--- src/rtl/seven_seg_scan_pkg.sv ---
// Shared constants and helpers for the multiplexed seven-segment scan controller.
package seven_seg_scan_pkg;

  localparam int unsigned NIBBLE_W   = 4;
  localparam int unsigned MAX_DIGITS = 8;

  // Digit-index width; never narrower than one bit.
  function automatic int unsigned idx_width(input int unsigned n);
    return (n > 1) ? $clog2(n) : 1;
  endfunction

  localparam int unsigned MAX_IDX_W = idx_width(MAX_DIGITS);

  // Map a logical "digit selected" flag onto the physical enable level.
  function automatic logic en_level(input logic active, input logic active_low);
    return active ^ active_low;
  endfunction

endpackage

--- src/rtl/seven_seg_scan_if.sv ---
// Load/value side and decoder-facing side of the scan controller.
interface seven_seg_scan_if
  import seven_seg_scan_pkg::*;
#(
  parameter int unsigned N_DIGITS = 4
);

  logic                         i_LOAD;
  logic [NIBBLE_W*N_DIGITS-1:0] i_VALUE;
  logic                         i_BLANK_LZ;
  logic [NIBBLE_W-1:0]          o_NIBBLE;
  logic [N_DIGITS-1:0]          o_DIGIT_EN;
  logic                         o_BLANK;
  logic                         o_FRAME_DONE;

  modport master (
    output i_LOAD, i_VALUE, i_BLANK_LZ,
    input  o_NIBBLE, o_DIGIT_EN, o_BLANK, o_FRAME_DONE
  );

  modport slave (
    input  i_LOAD, i_VALUE, i_BLANK_LZ,
    output o_NIBBLE, o_DIGIT_EN, o_BLANK, o_FRAME_DONE
  );

endinterface

--- src/rtl/seven_seg_scan_lz_blank_mask.sv ---
// Leading-zero blank mask: bit k set when k > 0 and digits k..N_DIGITS-1 are all zero.
// Only digits 1..N_DIGITS-1 are taken, since digit 0 is never blanked.
module seven_seg_scan_lz_blank_mask
  import seven_seg_scan_pkg::*;
#(
  parameter int unsigned N_DIGITS = 4
) (
  input  logic [NIBBLE_W*(N_DIGITS-1)-1:0] upper_digits,
  output logic [N_DIGITS-1:0]              mask
);

  logic zero_run;

  // Walk from the most significant digit down while the zero run holds.
  always_comb begin
    mask     = '0;
    zero_run = 1'b1;
    for (int k = int'(N_DIGITS) - 1; k >= 1; k--) begin
      zero_run = zero_run & (upper_digits[(k-1)*NIBBLE_W +: NIBBLE_W] == '0);
      mask[k]  = zero_run;
    end
  end

endmodule

--- src/rtl/seven_seg_scan.sv ---
// Multiplexed seven-segment scan controller: slot prescaler, digit index,
// frame-aligned value swap, anti-ghosting gap and leading-zero blanking.
module seven_seg_scan
  import seven_seg_scan_pkg::*;
#(
  parameter int unsigned N_DIGITS      = 4,
  parameter int unsigned REFRESH_DIV   = 50000,
  parameter int unsigned BLANK_CYCLES  = 500,
  parameter bit          EN_ACTIVE_LOW = 1'b1
) (
  input  logic          i_CLK,
  input  logic          i_RST,
  seven_seg_scan_if.slave bus
);

  localparam int unsigned IDX_W = idx_width(N_DIGITS);
  localparam int unsigned PRE_W = $clog2(REFRESH_DIV);
  localparam int unsigned VAL_W = NIBBLE_W * N_DIGITS;
  localparam logic [N_DIGITS-1:0] EN_OFF = {N_DIGITS{EN_ACTIVE_LOW}};

  logic [PRE_W-1:0]    presc_q, presc_d;
  logic [IDX_W-1:0]    idx_q, idx_d;
  logic [VAL_W-1:0]    disp_q, disp_d;
  logic [VAL_W-1:0]    pend_q, pend_d;
  logic                pend_v_q, pend_v_d;
  logic                blz_q, blz_d;
  logic [NIBBLE_W-1:0] nibble_q, nibble_d;
  logic [N_DIGITS-1:0] en_q, en_d;
  logic                blank_q, blank_d;
  logic                fd_q, fd_d;

  logic                slot_end, last_idx, swap, gap, hide, lz_hit;
  logic [N_DIGITS-1:0] lz_mask;

  seven_seg_scan_lz_blank_mask #(
    .N_DIGITS (N_DIGITS)
  ) u_lz_mask (
    .upper_digits (disp_q[VAL_W-1:NIBBLE_W]),
    .mask         (lz_mask)
  );

  // Next-state for counters, value registers and the registered outputs.
  always_comb begin
    presc_d  = presc_q;
    idx_d    = idx_q;
    disp_d   = disp_q;
    pend_d   = pend_q;
    pend_v_d = pend_v_q;
    blz_d    = blz_q;
    nibble_d = '0;
    en_d     = EN_OFF;
    lz_hit   = 1'b0;

    slot_end = (presc_q == PRE_W'(REFRESH_DIV - 1));
    last_idx = (idx_q == IDX_W'(N_DIGITS - 1));
    swap     = slot_end & last_idx;

    presc_d = slot_end ? '0 : presc_q + PRE_W'(1);
    if (slot_end) begin
      idx_d = last_idx ? '0 : idx_q + IDX_W'(1);
    end

    if (swap && pend_v_q) begin
      disp_d   = pend_q;
      pend_v_d = 1'b0;
      blz_d    = bus.i_BLANK_LZ;
    end
    // A load on the swap cycle lands in pending for the following frame.
    if (bus.i_LOAD) begin
      pend_d   = bus.i_VALUE;
      pend_v_d = 1'b1;
    end

    for (int k = 0; k < int'(N_DIGITS); k++) begin
      if (idx_q == IDX_W'(k)) begin
        nibble_d = disp_q[k*NIBBLE_W +: NIBBLE_W];
        lz_hit   = lz_mask[k];
      end
    end

    gap  = (presc_q < PRE_W'(BLANK_CYCLES));
    hide = gap | (blz_q & lz_hit);
    for (int k = 0; k < int'(N_DIGITS); k++) begin
      en_d[k] = en_level(!hide && (idx_q == IDX_W'(k)), EN_ACTIVE_LOW);
    end
    blank_d = hide;
    fd_d    = swap;
  end

  always_ff @(posedge i_CLK) begin
    if (i_RST) begin
      presc_q  <= '0;
      idx_q    <= '0;
      disp_q   <= '0;
      pend_q   <= '0;
      pend_v_q <= 1'b0;
      blz_q    <= 1'b0;
      nibble_q <= '0;
      en_q     <= EN_OFF;
      blank_q  <= 1'b1;
      fd_q     <= 1'b0;
    end else begin
      presc_q  <= presc_d;
      idx_q    <= idx_d;
      disp_q   <= disp_d;
      pend_q   <= pend_d;
      pend_v_q <= pend_v_d;
      blz_q    <= blz_d;
      nibble_q <= nibble_d;
      en_q     <= en_d;
      blank_q  <= blank_d;
      fd_q     <= fd_d;
    end
  end

  assign bus.o_NIBBLE     = nibble_q;
  assign bus.o_DIGIT_EN   = en_q;
  assign bus.o_BLANK      = blank_q;
  assign bus.o_FRAME_DONE = fd_q;

endmodule

--- src/flat_wrapper.sv ---
// flat-port wrapper written by rule: the top's interface ports become plain ports
module seven_seg_scan_flat import seven_seg_scan_pkg::*;
#(
  parameter int unsigned N_DIGITS      = 4,
  parameter int unsigned REFRESH_DIV   = 50000,
  parameter int unsigned BLANK_CYCLES  = 500,
  parameter bit          EN_ACTIVE_LOW = 1'b1
)
  (i_CLK, i_RST, bus_i_LOAD, bus_i_VALUE, bus_i_BLANK_LZ, bus_o_NIBBLE, bus_o_DIGIT_EN, bus_o_BLANK, bus_o_FRAME_DONE);
  seven_seg_scan_if #(.N_DIGITS(N_DIGITS)) bus_i ();
  input  logic i_CLK;
  input  logic i_RST;
  input wire logic [$bits(bus_i.i_LOAD)-1:0] bus_i_LOAD;
  input wire logic [$bits(bus_i.i_VALUE)-1:0] bus_i_VALUE;
  input wire logic [$bits(bus_i.i_BLANK_LZ)-1:0] bus_i_BLANK_LZ;
  output wire logic [$bits(bus_i.o_NIBBLE)-1:0] bus_o_NIBBLE;
  output wire logic [$bits(bus_i.o_DIGIT_EN)-1:0] bus_o_DIGIT_EN;
  output wire logic [$bits(bus_i.o_BLANK)-1:0] bus_o_BLANK;
  output wire logic [$bits(bus_i.o_FRAME_DONE)-1:0] bus_o_FRAME_DONE;
  assign bus_i.i_LOAD = bus_i_LOAD;
  assign bus_i.i_VALUE = bus_i_VALUE;
  assign bus_i.i_BLANK_LZ = bus_i_BLANK_LZ;
  assign bus_o_NIBBLE = bus_i.o_NIBBLE;
  assign bus_o_DIGIT_EN = bus_i.o_DIGIT_EN;
  assign bus_o_BLANK = bus_i.o_BLANK;
  assign bus_o_FRAME_DONE = bus_i.o_FRAME_DONE;
  seven_seg_scan #(.N_DIGITS(N_DIGITS), .REFRESH_DIV(REFRESH_DIV), .BLANK_CYCLES(BLANK_CYCLES), .EN_ACTIVE_LOW(EN_ACTIVE_LOW)) u_core (.i_CLK(i_CLK), .i_RST(i_RST), .bus(bus_i));
endmodule
--- config.mk ---
export PLATFORM = sky130hd
export DESIGN_NAME = seven_seg_scan_flat
export DESIGN_NICKNAME = d
export VERILOG_FILES = /design/src/rtl/seven_seg_scan_pkg.sv /design/src/rtl/seven_seg_scan_if.sv /design/src/rtl/seven_seg_scan_lz_blank_mask.sv /design/src/rtl/seven_seg_scan.sv /design/src/flat_wrapper.sv
export SDC_FILE = /design/constraint.sdc
export NUM_CORES = 1
export LEC_CHECK = 0
export ABC_AREA = 1
export BUFFER_PORTS_ARGS = -buffer_cell sky130_fd_sc_hd__buf_2
export CORE_ASPECT_RATIO = 1.75
export CORE_UTILIZATION = 62
export CTS_BUF_LIST = sky130_fd_sc_hd__clkbuf_8
export CTS_CLUSTER_DIAMETER = 40
export CTS_CLUSTER_SIZE = 14
export DETAILED_ROUTE_END_ITERATION = 10
export PLACE_DENSITY = 0.83
export SLEW_MARGIN = 20
export SYNTH_ARGS = -nofsm -noshare
export SYNTH_HDL_FRONTEND = slang
export SYNTH_SLANG_ARGS = --single-unit
export TNS_END_PERCENT = 50
--- constraint.sdc ---
create_clock -name i_CLK -period 3.7 [get_ports i_CLK]
set_clock_uncertainty 0.1 [all_clocks]
set_input_delay 0.555 -clock i_CLK [delete_from_list [all_inputs] [get_ports i_CLK]]
set_output_delay 0.555 -clock i_CLK [all_outputs]
set_load 0.05 [all_outputs]
==> flow_metrics.env <==
export IMPL_postSynth_asyncResetShare_pct=0
export IMPL_post_route_period_util_pct=56.1
export IMPL_crit_cells=8
export IMPL_gp_congestion=0.839
export IMPL_fin_setup_tns_ns=0
export IMPL_ir_drop_v=0.000407
export IMPL_crit_required_ns=3.81
export IMPL_cpPeakStageDelay_ns=0.43
export IMPL_synthDistinctLibCells=26
export IMPL_rrSetupSlack_ns=1.62
export IMPL_yosysMostFrequentCell="dfxtp_1"
export IMPL_rows=30
export IMPL_dieWidth_um=51.1
export IMPL_path_max_fanout=21
export IMPL_place_hpwl_um=3940
export IMPL_path_buf_inv=0
export IMPL_die_h_um=87.9
export IMPL_final_nets=392
export IMPL_start_util_pct=66.3
export IMPL_pre_cts_slack_ns=1.60
export IMPL_crit_reg2reg_capture="u_core.disp_q[15]"
export IMPL_io_pins=30
export IMPL_hold_violations=0
export IMPL_synth_edf_count=0
export IMPL_post_cts_buffers=0
export IMPL_crit_start="u_core.presc_q[0]"
export IMPL_p_switching_mw=0.292
export IMPL_layout_drive_gt1_share_pct=14.5
export IMPL_yosysSeqAreaShare_pct=47.5
export IMPL_sw_frac_of_total_pct=21.9
export IMPL_p_per_area_nw_per_um2=456
export IMPL_critPathLaunchType="flip-flop"
export IMPL_path_class="reg2reg"
export IMPL_finalSetupViolCount=0
export IMPL_htree_num_levels=3
export IMPL_ctsResizeCount=0
export IMPL_cts_root_buf="clkbuf_8"
export IMPL_port_buffers=29
export IMPL_crit_slowest_cell="nor2_4"
export IMPL_antenna_diode_count=0
export IMPL_worstPathCellList="ha_1 -> nand2_2 -> nor2_4 -> nand3_2 -> nor2_4 -> nand3_4 -> nand2_1 -> a21oi_1"
export IMPL_cts_tree="yes"
export IMPL_p_int_mw=1.04
export IMPL_regArea_um2=1240
export IMPL_gr_total_overflow=0
export IMPL_status="finished, final reports clean"
export IMPL_timing_fmax_ghz=0.482
export IMPL_dieArea_um2=4490
export IMPL_syn_inst=342
export IMPL_syn_nets=367
export IMPL_final_max_slew_viol_count=0
export IMPL_clock_power_share_pct=44.4
export IMPL_clock_path_buffers=2
export IMPL_path_delay_family="simple AND/OR/NAND/NOR gates"
export IMPL_dpl_cell_count=404
export IMPL_cts_sinks=62
export IMPL_antenna_left=0
export IMPL_grtUsageTotal_pct=28.1
export IMPL_numCtsBuffers=9
export IMPL_grt_pass1_vias=2112
export IMPL_syn2layout_area_growth_pct=11.9
export IMPL_p_leak_nw=1.10
export IMPL_whs_path_depth=3
export IMPL_dr_total_vias=2310
export IMPL_syn_cell_area_um2=2610
export IMPL_hold_buffers=0
export IMPL_synth_ff_type="dfxtp_1"
export IMPL_combPwrFrac_pct=3.3
export IMPL_drc=0
export IMPL_grt_pass1_wl_um=9130
export IMPL_p_total_mw=1.33
export IMPL_synth_top_area_share_pct=47.5
export IMPL_synth_warnings=0
export IMPL_synth_area_top_cells="dfxtp_1 (48%), nand2_1 (8.0%), nor2_1 (7.9%), a21oi_1 (6.9%), o21ai_0 (5.2%)"
export IMPL_crit_path_end_kind="flip-flop"
export IMPL_vias_per_cell=5.50
export IMPL_fillCellCount=318
export IMPL_routed_wl_um=5590
export IMPL_cp_arrival_ns=2.18
export IMPL_drtIter0Drc=69
export IMPL_clkLatencyLatePin_ns=0.33
export IMPL_synth_seq_cells=62
export IMPL_wl_per_cell_um=13.3
export IMPL_r2r_start="u_core.presc_q[0]"
export IMPL_slew_headroom_pct=39.5
export IMPL_min_path_type="in2reg"
export IMPL_layout_setup_ws_ns=1.62
export IMPL_core_um2=3940
export IMPL_cap_violations=0
export IMPL_p_seq_share_pct=52.3
export IMPL_firstDrtPassIters=4
export IMPL_rr_worst_depth=8
export IMPL_grt_max_degree=26
export IMPL_cpMostUsedCell="nor2_4"
export IMPL_crit_end="u_core.disp_q[15]"
export IMPL_antenna_found_initial=0
export IMPL_stdcell_count=420
export IMPL_worst_slew_pin_transition_ns=0.908
export IMPL_multi_input_area_um2=1180
export IMPL_synth_commonest_cells="dfxtp_1 (62), nand2_1 (56), nor2_1 (55)"
export IMPL_synth_top_cell_by_area="dfxtp_1"
export IMPL_rsz0062_at_grt="false"
export IMPL_path_clk_slew_ns=0.06
export IMPL_min_period_ns=2.08
export IMPL_syn_avg_cell_area_um2=7.64
export IMPL_final_util_pct=74.2
[logic make-up after synthesis]
logic type | count (synthesis) | share of synthesized area [%]
xor+xnor | 3 | 1.01
compound gates | 68 | 13.5
simple gates | 164 | 28.4
flops | 62 | 47.5
fa+ha+maj | 5 | 2.39
buf+inv | 40 | 7.18
[stage by stage]
step | instance area [µm²] | hold slack [ns]
detailed placement | 2720 | 0.340
global route | 2920 | 0.352
CTS | 2920 | 0.337
global placement | 2720 | 0.328
finish | 2920 | 0.342
floorplan | 2610 | 0.317
[worst min-delay path by stage]
stage | from | to | slack [ns]
after floorplan | u_core.presc_q[0] | u_core.presc_q[0] | 0.32
after detailed placement | u_core.presc_q[0] | u_core.presc_q[0] | 0.34
after CTS | bus_i_VALUE[3] | u_core.pend_q[3] | 0.34
after global placement | u_core.presc_q[0] | u_core.presc_q[0] | 0.33
final | bus_i_VALUE[12] | u_core.pend_q[12] | 0.34
after global routing | bus_i_VALUE[3] | u_core.pend_q[3] | 0.35
[placed cells by master, fill, tap and decap left out]
| cell | netlist | final |
|---|---|---|
| bufinv_16 | 0 | 1 |
| nor3_1 | 10 | 10 |
| nand3_4 | 1 | 1 |
| buf_2 | 3 | 29 |
| ha_1 | 5 | 5 |
| o211ai_1 | 3 | 3 |
| a31oi_1 | 1 | 1 |
| xor2_1 | 3 | 3 |
| nand2_2 | 3 | 3 |
| nand2_1 | 56 | 56 |
| nor2_4 | 2 | 2 |
| nor3b_1 | 1 | 1 |
| dfxtp_1 | 62 | 62 |
| nand3_2 | 1 | 1 |
| nand4_1 | 18 | 18 |
| inv_1 | 23 | 24 |
| inv_2 | 2 | 2 |
| nand3_1 | 15 | 15 |
| a21oi_1 | 36 | 36 |
| nor2_2 | 1 | 1 |
| clkinv_2 | 0 | 3 |
| o21ai_0 | 27 | 27 |
| o31ai_1 | 1 | 1 |
| or2_0 | 1 | 1 |
| nor2_1 | 55 | 55 |
| clkbuf_8 | 0 | 11 |
[power groups by stage]
| stage | clock, mW | combinational [mW] | sequential (mW) |
|---|---|---|---|
| finish | 0.592 | 0.0442 | 0.697 |
| global route | 0.632 | 0.0516 | 0.698 |
| CTS | 0.599 | 0.0444 | 0.697 |
| detailed placement | 0 | 0.0440 | 0.711 |
| global placement | 0 | 0.0427 | 0.710 |
| floorplan | 0 | 0.0337 | 0.704 |
[state kept, by name, summed over array words and instances, names as in the netlist, 2 cells and up]
register               count
u_core.disp_q             16
u_core.pend_q             16
u_core.presc_q            16
u_core.bus.o_DIGIT_EN      4
u_core.bus.o_NIBBLE        4
u_core.idx_q               2
[final cells by class]
| type | instances | share of cell area, % |
|---|---|---|
| clock buffer | 11 | 5.18 |
| clock inverter | 5 | 1.67 |
| inverter | 25 | 3.21 |
| multi-input combinational | 240 | 40.5 |
| sequential | 62 | 42.4 |
| tap | 48 | 2.05 |
| timing repair buffer | 29 | 4.96 |
[worst reg2reg max path: cells and delay by family (launching register included)]
kind	cells	cell delay, ns
AO/OA/AOI/OAI	1	0.07
adder cells (fa/ha/maj)	1	0.22
flip-flops	1	0.36
AND/OR/NAND/NOR	6	1.19
[routing by layer]
metal	wire length, µm	up-vias	GRT usage [%]
li1	-	1185	-
met1	2170	1060	28.5
met2	3030	46	49.4
met3	143	19	6.25
met4	239	0	19.7
met5	0	-	0
Power figures use the tool's default switching activity.
